## src/rtl/uart_rx_ctrl.sv

```systemverilog
`timescale 1ns/1ps
// ----------------------------------------------------------------------------
// uart_rx_ctrl
//
// UART receive controller. It watches an asynchronous idle-high serial line
// and works with an external baud generator. The generator produces one-clock
// mid-bit strobes on clk_bps while bps_start is high. Each frame is one start
// bit, eight data bits sent LSB first, an optional even-parity bit and one stop
// bit. Each received byte is presented on rx_data. rx_valid stays high until
// the consumer acknowledges the byte.
//
// Optional feature macro: UART_RX_PARITY_EN
//   When this macro is defined, an even-parity bit follows the data bits and
//   the parity_err output is present. When it is undefined, there is no parity
//   state and no parity_err port.
//
// Parameters
//   SYNC_STAGES  number of flops in the rs232_rx synchronizer (2 or 3)
//
// Ports
//   clk         in   system clock (25 MHz)
//   rst_n       in   asynchronous active-low reset
//   rs232_rx    in   asynchronous serial line, idle high
//   clk_bps     in   one-clock mid-bit sample strobe from the baud generator
//   bps_start   out  high requests baud strobes; low holds the generator idle
//   rx_data     out  last received byte
//   rx_valid    out  byte available; held until rx_ack
//   rx_ack      in   consumer accepts rx_data
//   frame_err   out  stop bit was sampled low for the byte in rx_data
//   parity_err  out  (UART_RX_PARITY_EN only) parity mismatch for rx_data
//   overrun     out  one-clock pulse: a byte completed over an unread byte
//   busy        out  high whenever the receiver is not idle
// ----------------------------------------------------------------------------
module uart_rx_ctrl #(
  parameter int SYNC_STAGES = 2
) (
  input  logic       clk,
  input  logic       rst_n,
  input  logic       rs232_rx,
  input  logic       clk_bps,
  output logic       bps_start,
  output logic [7:0] rx_data,
  output logic       rx_valid,
  input  logic       rx_ack,
  output logic       frame_err,
`ifdef UART_RX_PARITY_EN
  output logic       parity_err,
`endif
  output logic       overrun,
  output logic       busy
);

`ifdef UART_RX_PARITY_EN
  typedef enum logic [2:0] {IDLE, START, DATA, PARITY, STOP} state_t;
`else
  typedef enum logic [2:0] {IDLE, START, DATA, STOP} state_t;
`endif

  state_t                 state;
  logic [SYNC_STAGES-1:0] sync_q;
  logic                   rx_sync;
  logic                   rx_prev;
  logic                   fall;
  logic [2:0]             bit_cnt;
  logic [7:0]             shreg;
`ifdef UART_RX_PARITY_EN
  logic                   par_q;
`endif

  // The synchronizer resets to the idle level, so leaving reset never
  // looks like a start edge.
  always_ff @(posedge clk or negedge rst_n) begin
    if (!rst_n) begin
      sync_q  <= '1;
      rx_prev <= 1'b1;
    end else begin
      sync_q  <= {sync_q[SYNC_STAGES-2:0], rs232_rx};
      rx_prev <= rx_sync;
    end
  end

  assign rx_sync = sync_q[SYNC_STAGES-1];

  // rx_prev is tracked in every state. A line that is already low when the
  // FSM returns to IDLE, such as a low stop bit, therefore does not count as
  // a new start edge.
  assign fall = rx_prev & ~rx_sync;

  // Sample storage is pure data. Only strobes in the matching state write it.
  always_ff @(posedge clk) begin
    if (state == DATA && clk_bps) begin
      shreg[bit_cnt] <= rx_sync;
    end
`ifdef UART_RX_PARITY_EN
    if (state == PARITY && clk_bps) begin
      par_q <= rx_sync;
    end
`endif
  end

  always_ff @(posedge clk or negedge rst_n) begin
    if (!rst_n) begin
      state      <= IDLE;
      bit_cnt    <= 3'd0;
      bps_start  <= 1'b0;
      busy       <= 1'b0;
      rx_data    <= 8'h00;
      rx_valid   <= 1'b0;
      frame_err  <= 1'b0;
      overrun    <= 1'b0;
`ifdef UART_RX_PARITY_EN
      parity_err <= 1'b0;
`endif
    end else begin
      overrun <= 1'b0;
      // A completion in the STOP branch below takes priority over this clear.
      // When both happen in the same clock, the new byte stays valid.
      if (rx_ack && rx_valid) begin
        rx_valid <= 1'b0;
      end

      case (state)
        IDLE: begin
          if (fall) begin
            state     <= START;
            bps_start <= 1'b1;
            busy      <= 1'b1;
          end
        end

        START: begin
          if (clk_bps) begin
            if (rx_sync) begin
              // The line went back high before mid-bit, so this was a glitch.
              state     <= IDLE;
              bps_start <= 1'b0;
              busy      <= 1'b0;
            end else begin
              state   <= DATA;
              bit_cnt <= 3'd0;
            end
          end
        end

        DATA: begin
          if (clk_bps) begin
            bit_cnt <= bit_cnt + 3'd1;
            if (bit_cnt == 3'd7) begin
`ifdef UART_RX_PARITY_EN
              state <= PARITY;
`else
              state <= STOP;
`endif
            end
          end
        end

`ifdef UART_RX_PARITY_EN
        PARITY: begin
          if (clk_bps) begin
            state <= STOP;
          end
        end
`endif

        STOP: begin
          if (clk_bps) begin
            rx_data    <= shreg;
            frame_err  <= ~rx_sync;
            rx_valid   <= 1'b1;
            overrun    <= rx_valid & ~rx_ack;
`ifdef UART_RX_PARITY_EN
            parity_err <= ^{shreg, par_q};
`endif
            state      <= IDLE;
            bps_start  <= 1'b0;
            busy       <= 1'b0;
          end
        end

        default: begin
          state     <= IDLE;
          bps_start <= 1'b0;
          busy      <= 1'b0;
        end
      endcase
    end
  end

endmodule

```

## config.mk

```make
export PLATFORM = sky130hd
export DESIGN_NAME = uart_rx_ctrl
export DESIGN_NICKNAME = d
export VERILOG_FILES = /design/src/rtl/uart_rx_ctrl.sv
export SDC_FILE = /design/constraint.sdc
export NUM_CORES = 1
export LEC_CHECK = 0
export ABC_AREA = 1
export CORE_MARGIN = 2
export CORE_UTILIZATION = 54
export CTS_BUF_LIST = sky130_fd_sc_hd__clkbuf_8
export DETAILED_ROUTE_END_ITERATION = 8
export PLACE_DENSITY_LB_ADDON = 0.25
export SYNTH_ARGS = -nofsm -noshare
export SYNTH_HDL_FRONTEND = slang
export SYNTH_SLANG_ARGS = --single-unit
```

## constraint.sdc

```tcl
create_clock -name clk -period 1.35 [get_ports clk]
set_input_delay 0.135 -clock clk [delete_from_list [all_inputs] [get_ports clk]]
set_output_delay 0.135 -clock clk [all_outputs]
set_load 0.01 [all_outputs]
```

**Word level (Yosys, flattened, before mapping)**

Cells that the tools add are included.

- Register bits: 29

- Muxes and demuxes: 24
- $add $sub $neg: 1
- Magnitude comparators: 2
- Bitwise logic cells: 5
- Reductions and logical operators: 9
- Eq/ne operators: 11

Operators by type and width:

| operator | count |
|---|---|
| 2-to-1 mux 3 bit | 8 |
| inequality test 2 bit (second input constant) | 6 |
| one-hot mux 3 bit (4 select lines) | 1 |
| 2-to-1 mux 1 bit | 10 |
| AND reduction 5 bit | 2 |
| bitwise mux 8 bit | 1 |
| == test 3 x 2 -> 1 bit (second input constant) | 2 |
| one-hot mux 3 bit (2 select lines) | 1 |
| less-than comparator 3 x 4 -> 1 bit (second input constant) | 1 |
| one-hot mux 1 bit (4 select lines) | 1 |
| AND reduction 4 bit | 1 |
| adder 3 x 1 -> 3 bit (second input constant) | 1 |
| demux 1 bit (select 3 bit) | 1 |
| == test 3 x 1 -> 1 bit (second input constant) | 1 |
| == test 3 bit (second input constant) | 1 |
| greater-or-equal comparator 3 x 1 -> 1 bit (second input constant) | 1 |
| logical AND 1 bit | 3 |
| logical NOT 3 bit | 1 |
| NOT 1 bit | 3 |
| AND 1 bit | 2 |
| 2-to-1 mux 2 bit | 1 |
| inequality test 2 x 1 -> 1 bit (second input constant) | 1 |
| AND reduction 2 bit | 1 |
| nonzero test 2 bit | 1 |

**Depth between registers and ports, before layout**

- Depth after elaboration: 5
- Gate-level depth with buffers: 8
- Gate-level depth less buffers: 8

**Least setup slack after synthesis**

No wires, ideal clock.

- Path type: reg2reg
- Start: register state[0]
- End: register shreg[0], enable pin
- Path slack: 108 ps
- Required time: 1052 ps
- Cell stages (with the launch flop): 6
- Setup time: 298 ps
- Arrival time: 943 ps
- Path through: dfrtp_1 > buf_6 > inv_2 > nand3_2 > or2_4 > nor2_1

- Cells in the longest elaborated chain, start to end: 2

Ends and longest elaborated chain:

| what | line | RTL |
|---|---|---|
| start, declared | 59 | `state_t state;` |
| start signal, assigned | 103 | `state <= IDLE;` |
| start signal, assigned | 125 | `state <= START;` |
| start signal, assigned | 135 | `state <= IDLE;` |
| == test 3 x 2 -> 1 bit | 91 | `if (state == DATA && clk_bps) begin` |
| logical AND 1 bit | 91 |  |
| end signal, assigned by index | 92 | `shreg[bit_cnt] <= rx_sync;` |
| end, declared | 65 | `logic [7:0] shreg;` |

Every way passes these cells.
A chain may end at the register's enable or synchronous reset.

**Worst setup path in the final report**

- Start: register rx_data[7]
- End: output port rx_data[7]

RTL lines:

| what | line | RTL |
|---|---|---|
| start, declared | 42 | `output logic [7:0] rx_data,` |
| start signal, assigned | 168 | `rx_data <= shreg;` |

No word-level cell between the ends.

==> summary.txt <==
Outcome
  • Status: finished, final reports clean

STA
  • Clk_skew: 9.97 ps
  • Final TNS setup: 0 ps
  • Minimum clock period: 1290 ps
  • Measured slew at the worst slew-check pin: about 250 ps
  • Max transition margin: between 80 and 90%
  • Slew Viols, Final: 0
  • Hold Vio Cnt, Final: 0
  • Fmax: around 770 MHz
  • Unrepaired setup endpoints after global routing: no
  • Post-route clock period utilization: 95.9%
  • Final Setup Violations: 0

Power
  • Peak VDD IR: 1430 uV
  • LEAKAGE: 0.736 nW
  • PwrDens: 1890 nW/um2

Finish
  • Ant. Diodes: 0
  • Nets@finish: 152
  • Final Util: roughly 73%
  • Area grow syn2layout: 26.3%
  • Share of layout cells above drive strength 1: 12.5%

Worst setup path
  • CP Buf/Inv Count: 1
  • Stages on worst setup path: 1
  • Worst Path Max Fanout: 2
  • Worst R2R End: shreg[4]
  • Critical-path cell list: clkdlybuf4s50_1
  • Worst setup EP type: output port
  • Worst r2r path cells: 3
  • Startpoint Class: register
  • Slowest stage delay, CP: roughly 530 ps
  • CP arrival: approximately 1200 ps
  • Req. time, crit path: 1220 ps
  • R2R setup slack: 70 ps
  • Crit-path leading delay family: buffers and inverters
  • FF-to-FF Start: state[1]
  • Crit Path Class: register to output port
  • Slowest cell on crit path: clkdlybuf4s50_1

Drt
  • # DRC: 0
  • Antenna viol nets, final: 0
  • Vias per cell: 4.78
  • Iter 0 DRT Violations: 13
  • DR pass1 iterations: 4
  • DR vias: 817
  • Routed Wire Length: 1800 um
  • Drt wl/cell: about 11 um

CTS
  • Max Root-Sink Buffers: 2
  • Clock transition at the registers of the reported paths: 90 ps
  • Skew-Pair Late Insertion Delay: about 270 ps
  • CTS Buf Count: 3
  • H-tree Lvls: 1
  • CTS root buffer: clkbuf_8
  • TritonCTS clock tree: done
  • CTS sink cnt: 28
  • # hold bufs at CTS: 0

Global routing
  • Gr usage total: 16.8%
  • Largest net degree at the start of global routing: 21
  • First-pass GRT wire length: 3120 um
  • Gr ovfl total: 0
  • Vias in the first global route: between 700 and 800
  • Initial antenna violation count: 0

Synthesis
  • Top post-synthesis cells by area: dfrtp_1 (37%), edfxtp_1 (21%), nand2_1 (11%)
  • EDFF count, synth: 8
  • Flip-flop and latch count after synthesis: 28
  • Primary FF master, synth: dfrtp_1
  • Top-count cell post-synth: nand2_1
  • Area fraction of the dominant cell type after synthesis: between 30% and 40%
  • Area leader, netlist: dfrtp_1
  • Synthesized cell area: 1150 um2
  • Synth Area per Inst: ~9.7 um2
  • Ys Warns: 0
  • Cells after Synth: 119
  • FFs w/ async S/R, synth: between 70% and 80%
  • Syn nets: 126
  • Synth cell count leaders: nand2_1 (34), dfrtp_1 (17), inv_1 (16)
  • Register area share after synthesis: between 60% and 70%
  • Synth cell types: 18

Die
  • Row count: 16
  • Die H: 50.2 um
  • Die width: between 50 and 60 um
  • Initial Util: 58.1%
  • Core ar.: roughly 2000 um2
  • DIE AREA: roughly 2500 um2
  • I/O pins: 18

Hold path
  • HP Class: primary input to asynchronous set/reset pin

Flow run
  • # Max-Cap Violations: 0

Placement
  • GPL Wtd Cong: 0.871
  • Detailed-placement wirelength estimate: 1290 um
  • PortBufs: 17
-- registers in the layout, summed over array words and instances, names as in the netlist --
signal / flops
overrun: 1
shreg: 8
state: 2
frame_err: 1
sync_q: 2
rx_prev: 1
bit_cnt: 3
busy: 1
rx_valid: 1
rx_data: 8
-- layout by cell type (no fill, tap or decap), types with 3 or more instances in the layout --
master and count:
nor2_1 13, o21ai_1 10, edfxtp_1 8, inv_1 17, clkdlybuf4s50_1 13, dfstp_2 3
dfrtp_1 17, dlymetal6s2s_1 4, clkbuf_8 3, nand2_1 34, buf_4 7, nand3_1 4
-- where the power goes --
group / leakage (nW) / internal (mW) / switching (mW)
combinational: 0.386 / 0.544 / 0.525
clock: 0.0269 / 0.204 / 0.234
sequential: 0.323 / 1.10 / 0.141
-- final cells by class --
type | instances | area [um2]
Multi-Input combinational cell | 69 | 312
Inverter | 18 | 67.6
Sequential cell | 28 | 744
Clock inverter | 1 | 3.75
Fill cell | 140 | 527
Clock buffer | 3 | 41.3
Tap cell | 27 | 33.8
Timing Repair Buffer | 25 | 253
-- per-stage QoR --
stage	std cells	total power [mW]	hold WS (ps)	instance area (um2)	worst slack, ps
2_1_floorplan	119	1.85	-161	1150	108
3_3_place_gp	166	2.29	346	1390	-27.5
3_5_place_dp	166	2.32	347	1390	-83.1
4_1_cts	170	2.76	202	1440	4.75
5_1_grt	171	2.98	219	1460	6.23
6_report	171	2.74	191	1460	55.5
-- per-layer routing --
layer,vias to the layer above,global-route usage [%],wire (um)
li1,417,-,-
met1,362,21.0,732
met5,-,0,0
met3,6,3.57,119
met2,32,26.5,898
met4,0,10.6,47
-- logic make-up (layout without fill, tap and decap cells) --
logic type,count (synthesis),count (layout),synth area share [%]
buffers and inverters,22,47,8.36
AND/OR/NAND/NOR,54,54,19.2
adder cells (fa/ha/maj),2,2,2.17
flip-flops,28,28,64.6
AO/OA/AOI/OAI,13,13,5.64
-- timing repair --
action                                  in CTS  in global routing
resized for setup                            0                  5
endpoints found under the setup margin       0                  5
buffers inserted                             0                  1
-- how the worst max path moves through the flow --
| stage | start | endpoint |
|---|---|---|
| detailed placement | clk_bps | shreg[2] |
| global placement | clk_bps | shreg[4] |
| CTS | busy | busy |
| global route | state[1] | shreg[2] |
| finish | rx_data[7] | rx_data[7] |
| floorplan | state[0] | shreg[0] |
Power figures use the tool's default switching activity.
